## config.mk

```make
export PLATFORM = sky130hd
export DESIGN_NAME = video_vga_dblsync
export DESIGN_NICKNAME = d
export VERILOG_FILES = /design/src/rtl/video_vga_dblsync.sv
export SDC_FILE = /design/constraint.sdc
export NUM_CORES = 1
export LEC_CHECK = 0
export ABC_AREA = 1
export BUFFER_PORTS_ARGS = -buffer_cell sky130_fd_sc_hd__buf_4
export CAP_MARGIN = 20
export CORE_ASPECT_RATIO = 0.9
export CORE_UTILIZATION = 50
export DETAILED_ROUTE_END_ITERATION = 8
export HOLD_SLACK_MARGIN = 0.15
export PLACE_DENSITY_LB_ADDON = 0.3
export SLEW_MARGIN = 20
export SYNTH_ARGS = -nofsm -noshare
export SYNTH_HDL_FRONTEND = slang
export SYNTH_SLANG_ARGS = --single-unit
```

## constraint.sdc

```tcl
create_clock -name clk -period 1.5 [get_ports clk]
set_input_delay 0.225 -clock clk [delete_from_list [all_inputs] [get_ports clk]]
set_output_delay 0.225 -clock clk [all_outputs]
set_load 0.01 [all_outputs]
```

## src/rtl/video_vga_dblsync.sv

```systemverilog
// VGA scandoubler timing scheduler: locks onto the TV line strobe, emits double-rate
// hsync and line-buffer sequencing strobes, and flywheels over up to two missing strobes.
module video_vga_dblsync #(
   parameter int LINE_LEN    = 1792,
   parameter int HSYNC_LEN   = 96,
   parameter int SCANIN_DLY  = 40,
   parameter int SCANOUT_DLY = 24
) (
   input  logic clk,
   input  logic rst,
   input  logic line_start,
   output logic hsync_start,
   output logic scanin_start,
   output logic scanout_start,
   output logic vga_hsync,
   output logic locked
);

   typedef enum logic [1:0] {
      SEARCH  = 2'd0,
      MEASURE = 2'd1,
      LOCKED  = 2'd2
   } state_t;

   localparam logic [10:0] LAST      = 11'(LINE_LEN - 1);
   localparam logic [10:0] HALF      = 11'(LINE_LEN / 2);
   localparam logic [10:0] HS_END0   = 11'(HSYNC_LEN);
   localparam logic [10:0] HS_END1   = 11'(LINE_LEN / 2 + HSYNC_LEN);
   localparam logic [10:0] SCANIN    = 11'(SCANIN_DLY);
   localparam logic [10:0] SCANOUT0  = 11'(SCANOUT_DLY);
   localparam logic [10:0] SCANOUT1  = 11'(SCANOUT_DLY + LINE_LEN / 2);

   state_t      state, state_nxt;
   logic [10:0] lcnt, lcnt_nxt;
   logic [1:0]  miss, miss_nxt;
   logic        at_last;

   assign at_last = (lcnt == LAST);

   always_ff @(posedge clk or posedge rst) begin
      if (rst) begin
         state <= SEARCH;
         lcnt  <= '0;
         miss  <= '0;
      end else begin
         state <= state_nxt;
         lcnt  <= lcnt_nxt;
         miss  <= miss_nxt;
      end
   end

   // A strobe off the expected period drops back to MEASURE; a missing strobe is
   // bridged by wrapping lcnt locally until the third consecutive miss.
   always_comb begin
      state_nxt = state;
      lcnt_nxt  = lcnt;
      miss_nxt  = miss;
      case (state)
         SEARCH: begin
            lcnt_nxt = '0;
            if (line_start) state_nxt = MEASURE;
         end
         MEASURE: begin
            lcnt_nxt = lcnt + 11'd1;
            if (line_start) begin
               lcnt_nxt = '0;
               if (at_last) begin
                  state_nxt = LOCKED;
                  miss_nxt  = '0;
               end
            end else if (at_last) begin
               state_nxt = SEARCH;
               lcnt_nxt  = '0;
            end
         end
         LOCKED: begin
            lcnt_nxt = lcnt + 11'd1;
            if (line_start) begin
               lcnt_nxt = '0;
               miss_nxt = '0;
               if (!at_last) state_nxt = MEASURE;
            end else if (at_last) begin
               lcnt_nxt = '0;
               if (miss == 2'd2) begin
                  state_nxt = SEARCH;
                  miss_nxt  = '0;
               end else begin
                  miss_nxt = miss + 2'd1;
               end
            end
         end
         default: begin
            state_nxt = SEARCH;
            lcnt_nxt  = '0;
            miss_nxt  = '0;
         end
      endcase
   end

   // Outputs are registered decodes of the current lcnt, gated by the LOCKED state.
   always_ff @(posedge clk or posedge rst) begin
      if (rst) begin
         hsync_start   <= 1'b0;
         scanin_start  <= 1'b0;
         scanout_start <= 1'b0;
         vga_hsync     <= 1'b0;
         locked        <= 1'b0;
      end else begin
         hsync_start   <= (state == LOCKED) && ((lcnt == '0) || (lcnt == HALF));
         scanin_start  <= (state == LOCKED) && (lcnt == SCANIN);
         scanout_start <= (state == LOCKED) && ((lcnt == SCANOUT0) || (lcnt == SCANOUT1));
         vga_hsync     <= (state == LOCKED) &&
                          ((lcnt < HS_END0) || ((lcnt >= HALF) && (lcnt < HS_END1)));
         locked        <= (state == LOCKED);
      end
   end

endmodule

```

==> results.toml <==
[clock_tree]
tritoncts = "built"
cts_sinks = 20
cts_made_buffers = 3
cts_max_path_buffers = 2
clk_latency_ns = 0.32
cts_root_buffer = "clkbuf_4"
path_clk_slew_ns = 0.13
htreeDepth = 1

[cells_and_area]
diodes = 0
final_cells = 180
fillers = 189
syn2layout_area_growth_pct = 22.11
nNetsFinal = 163
drive_above_1_share_pct = 30.07

[detailed_routing]
drt_iter0_markers = 30
vias_per_cell = 5.111
via_count = 920
wl_mm = 2.381
wl_per_cell_microns = 13.23
drc = 0
ant_nets = 0
first_pass_iters = 4

[worst_hold_path]
min_path_type = "input pin to flop"
min_to = "miss[0]"
holdPathStages = 4
min_from = "line_start"

[pwr]
p_total_mw = 1.902
swShare_pct = 35.48
clkPwrFrac_pct = 23.6
p_int_mw = 1.227
ir_drop_mv = 1.141
power_frac_seq_pct = 35.1
power_density_nw_per_um2 = 1356
combPwrFrac_pct = 41.4
p_sw_mw = 0.6748
p_leak_nw = 0.6692

[logic_synthesis]
synth-xor-area-share_pct = 3.050
synth-compound-area-share_pct = 5.120
synth.area.mux_share_pct = 0
synth.most_common_cell = "nand2_1"
synth_top_family_by_area = "simple AND/OR/NAND/NOR gates"
syn_area_sq_um = 1149
syn_nets = 142
ys_ff_latch = 20
synth_edf_count = 0
yosys-top-cells-count = "nand2_1, dfrtp_1, inv_1, nor2_1, nand3_1"
synth_top_area_share_pct = 43.57
synth.area.top_cells = "dfrtp_1, nand2_1, ha_1, inv_1, nor2_1"
synth_cell_types = 27
synth-simple-area-share_pct = 33.12
synth_fa_ha_area_share_pct = 6.536
ys_seq_area_share_pct = 43.57
syn_inst = 133
synth_top_area_cell = "dfrtp_1"
synth_flop_cell = "dfrtp_1"
ys.warnings.count = 0
async_flop_share_pct = 100.0
avgSynthCellArea_sq_um = 8.636

[sta]
setup_slack_ns = 0.02619
rsz0062_at_grt = "true"
layout_min_cycle_time_ns = 1.474
drv_slew = 0
max_slew_margin_pct = 84.58
skew_ns = 0.02233
tns_ns = 0
holdWs_ns = 0.1773
worstMarginPinSlew_ns = 0.2313
finalHoldViolations = 0
setup_viol = 0
fmax_mhz = 678.5
fin_crit_sh_pct = 98.25

[floorplan]
io_pins = 8
core-area_sq_um = 2182
die_w_microns = 52.52
fp-row-count = 16
die_height_microns = 47.47
die-area_sq_um = 2493
initial_core_util_pct = 52.64

[worst_setup_path]
crit_chain = "ha_2 -> nand2_2 -> nor2_4 -> nand3_4 -> buf_6 -> nand2_4 -> nand2_4 -> o21bai_1 -> nand2_1"
r2r_end = "state[1]"
cpMostUsedCell = "nand2_4"
regToRegSetupSlack_ns = 0.03
worstPathArrival_ns = 1.67
critPathSlowestCell = "dfrtp_1"
slowest_delay_ns = 0.39
worst-setup-path-type = "flop to flop"
worst_setup_path_start_kind = "flop"
worstPathMaxFanout = 3
cp-end-kind = "flop"
ff2ff_path_depth = 9
r2r_start = "lcnt[1]"
crit_required_ns = 1.69

[grt]
track_usage_pct = 21.64
antenna_found_initial = 0
grt_max_degree = 18
grt_first_pass_wirelength_mm = 3.684
grt_overflow = 0
grt_pass1_vias = 849

[placed_design]
place_ws_ns = 0.02693
io_buffers = 7
place_inst = 173
place_congestion = 0.7896
hpwl_mm = 1.662

[run_status]
status = "finished, final reports clean"

[job]
drv_cap = 0
[power groups by stage]
stage	logic [mW]	clock network [mW]	registers [mW]
2_1_floorplan	0.502	0	0.678
3_3_place_gp	0.674	0	0.668
3_5_place_dp	0.699	0	0.676
4_1_cts	0.706	0.453	0.665
5_1_grt	0.893	0.482	0.679
6_report	0.787	0.448	0.667
[state kept, by name (all words and copies together), names as in the netlist]
name           count
state              2
locked             1
scanin_start       1
hsync_start        1
lcnt              11
scanout_start      1
miss               2
vga_hsync          1
[stage by stage]
step           utilization, %  cell area (sq um)
2_1_floorplan               -               1149
3_3_place_gp            58.60               1279
3_5_place_dp            58.60               1279
4_1_cts                 61.47               1341
5_1_grt                 64.28               1403
6_report                64.28               1403
[layer usage]
layer	vias up	track usage (%)	share of wire, %
met4	0	15.79	2.2
met5	-	0	0
met1	432	25.05	44
met2	24	33.67	49
li1	458	-	-
met3	6	7.937	5.0
[critical path, delay by kind of cell, from the launching register on]
| kind | cells | cell delay, ns |
|---|---|---|
| AOI/OAI and AO/OA | 1 | 0.14 |
| adders and majority gates | 1 | 0.19 |
| buffers and inverters | 1 | 0.14 |
| DFF | 1 | 0.39 |
| and+or+nand+nor | 6 | 0.51 |
[how the worst max path moves through the flow]
stage          startpoint  endpoint  slack (ns)  cells past startpoint
2_1_floorplan    state[0]  state[0]        0.02                     11
3_3_place_gp      lcnt[1]  state[0]        0.06                      9
3_5_place_dp     state[0]  state[1]        0.03                      9
4_1_cts          state[0]  state[1]        0.01                     10
5_1_grt           lcnt[1]  state[1]       -0.06                      9
6_report          lcnt[1]  state[1]        0.03                      9
[kinds of logic after synthesis]
logic type	count (synthesis)
compound gates	10
xor+xnor	4
fa+ha+maj	6
buf+inv	23
flops	20
simple gates	70
[placed cells by master, fill, tap and decap left out, types with 2 or more instances in the layout]
cell	instances
nand2_4	3
buf_4	16
nand3_1	8
xor2_1	4
nand3_2	2
nand2_2	3
nor2_4	3
inv_1	17
o21bai_1	3
nand2_1	21
nand4_1	3
nor2_1	13
ha_1	4
inv_2	3
nor3b_1	2
clkbuf_4	3
a21oi_1	3
nand3_4	2
o21ai_1	2
nor3_1	3
nor2_2	4
buf_6	2
dfrtp_1	20
ha_2	2
[repair_timing]
action	CTS	global route
endpoints found under the setup margin	0	8
endpoints found under the hold margin	20	0
buffers inserted	0	2
resized for setup	0	13
hold buffers	1	0
[layout make-up]
class                           count  area, sq um  area share [%]
Timing Repair Buffer               19        152.6           10.88
Clock inverter                      1        30.03           2.141
Multi-Input combinational cell     90        588.1           41.93
Sequential cell                    20        500.5           35.68
Inverter                           20        75.07           5.352
Clock buffer                        3        22.52           1.606
Tap cell                           27        33.78           2.409
(Power assumes the default switching activity.)
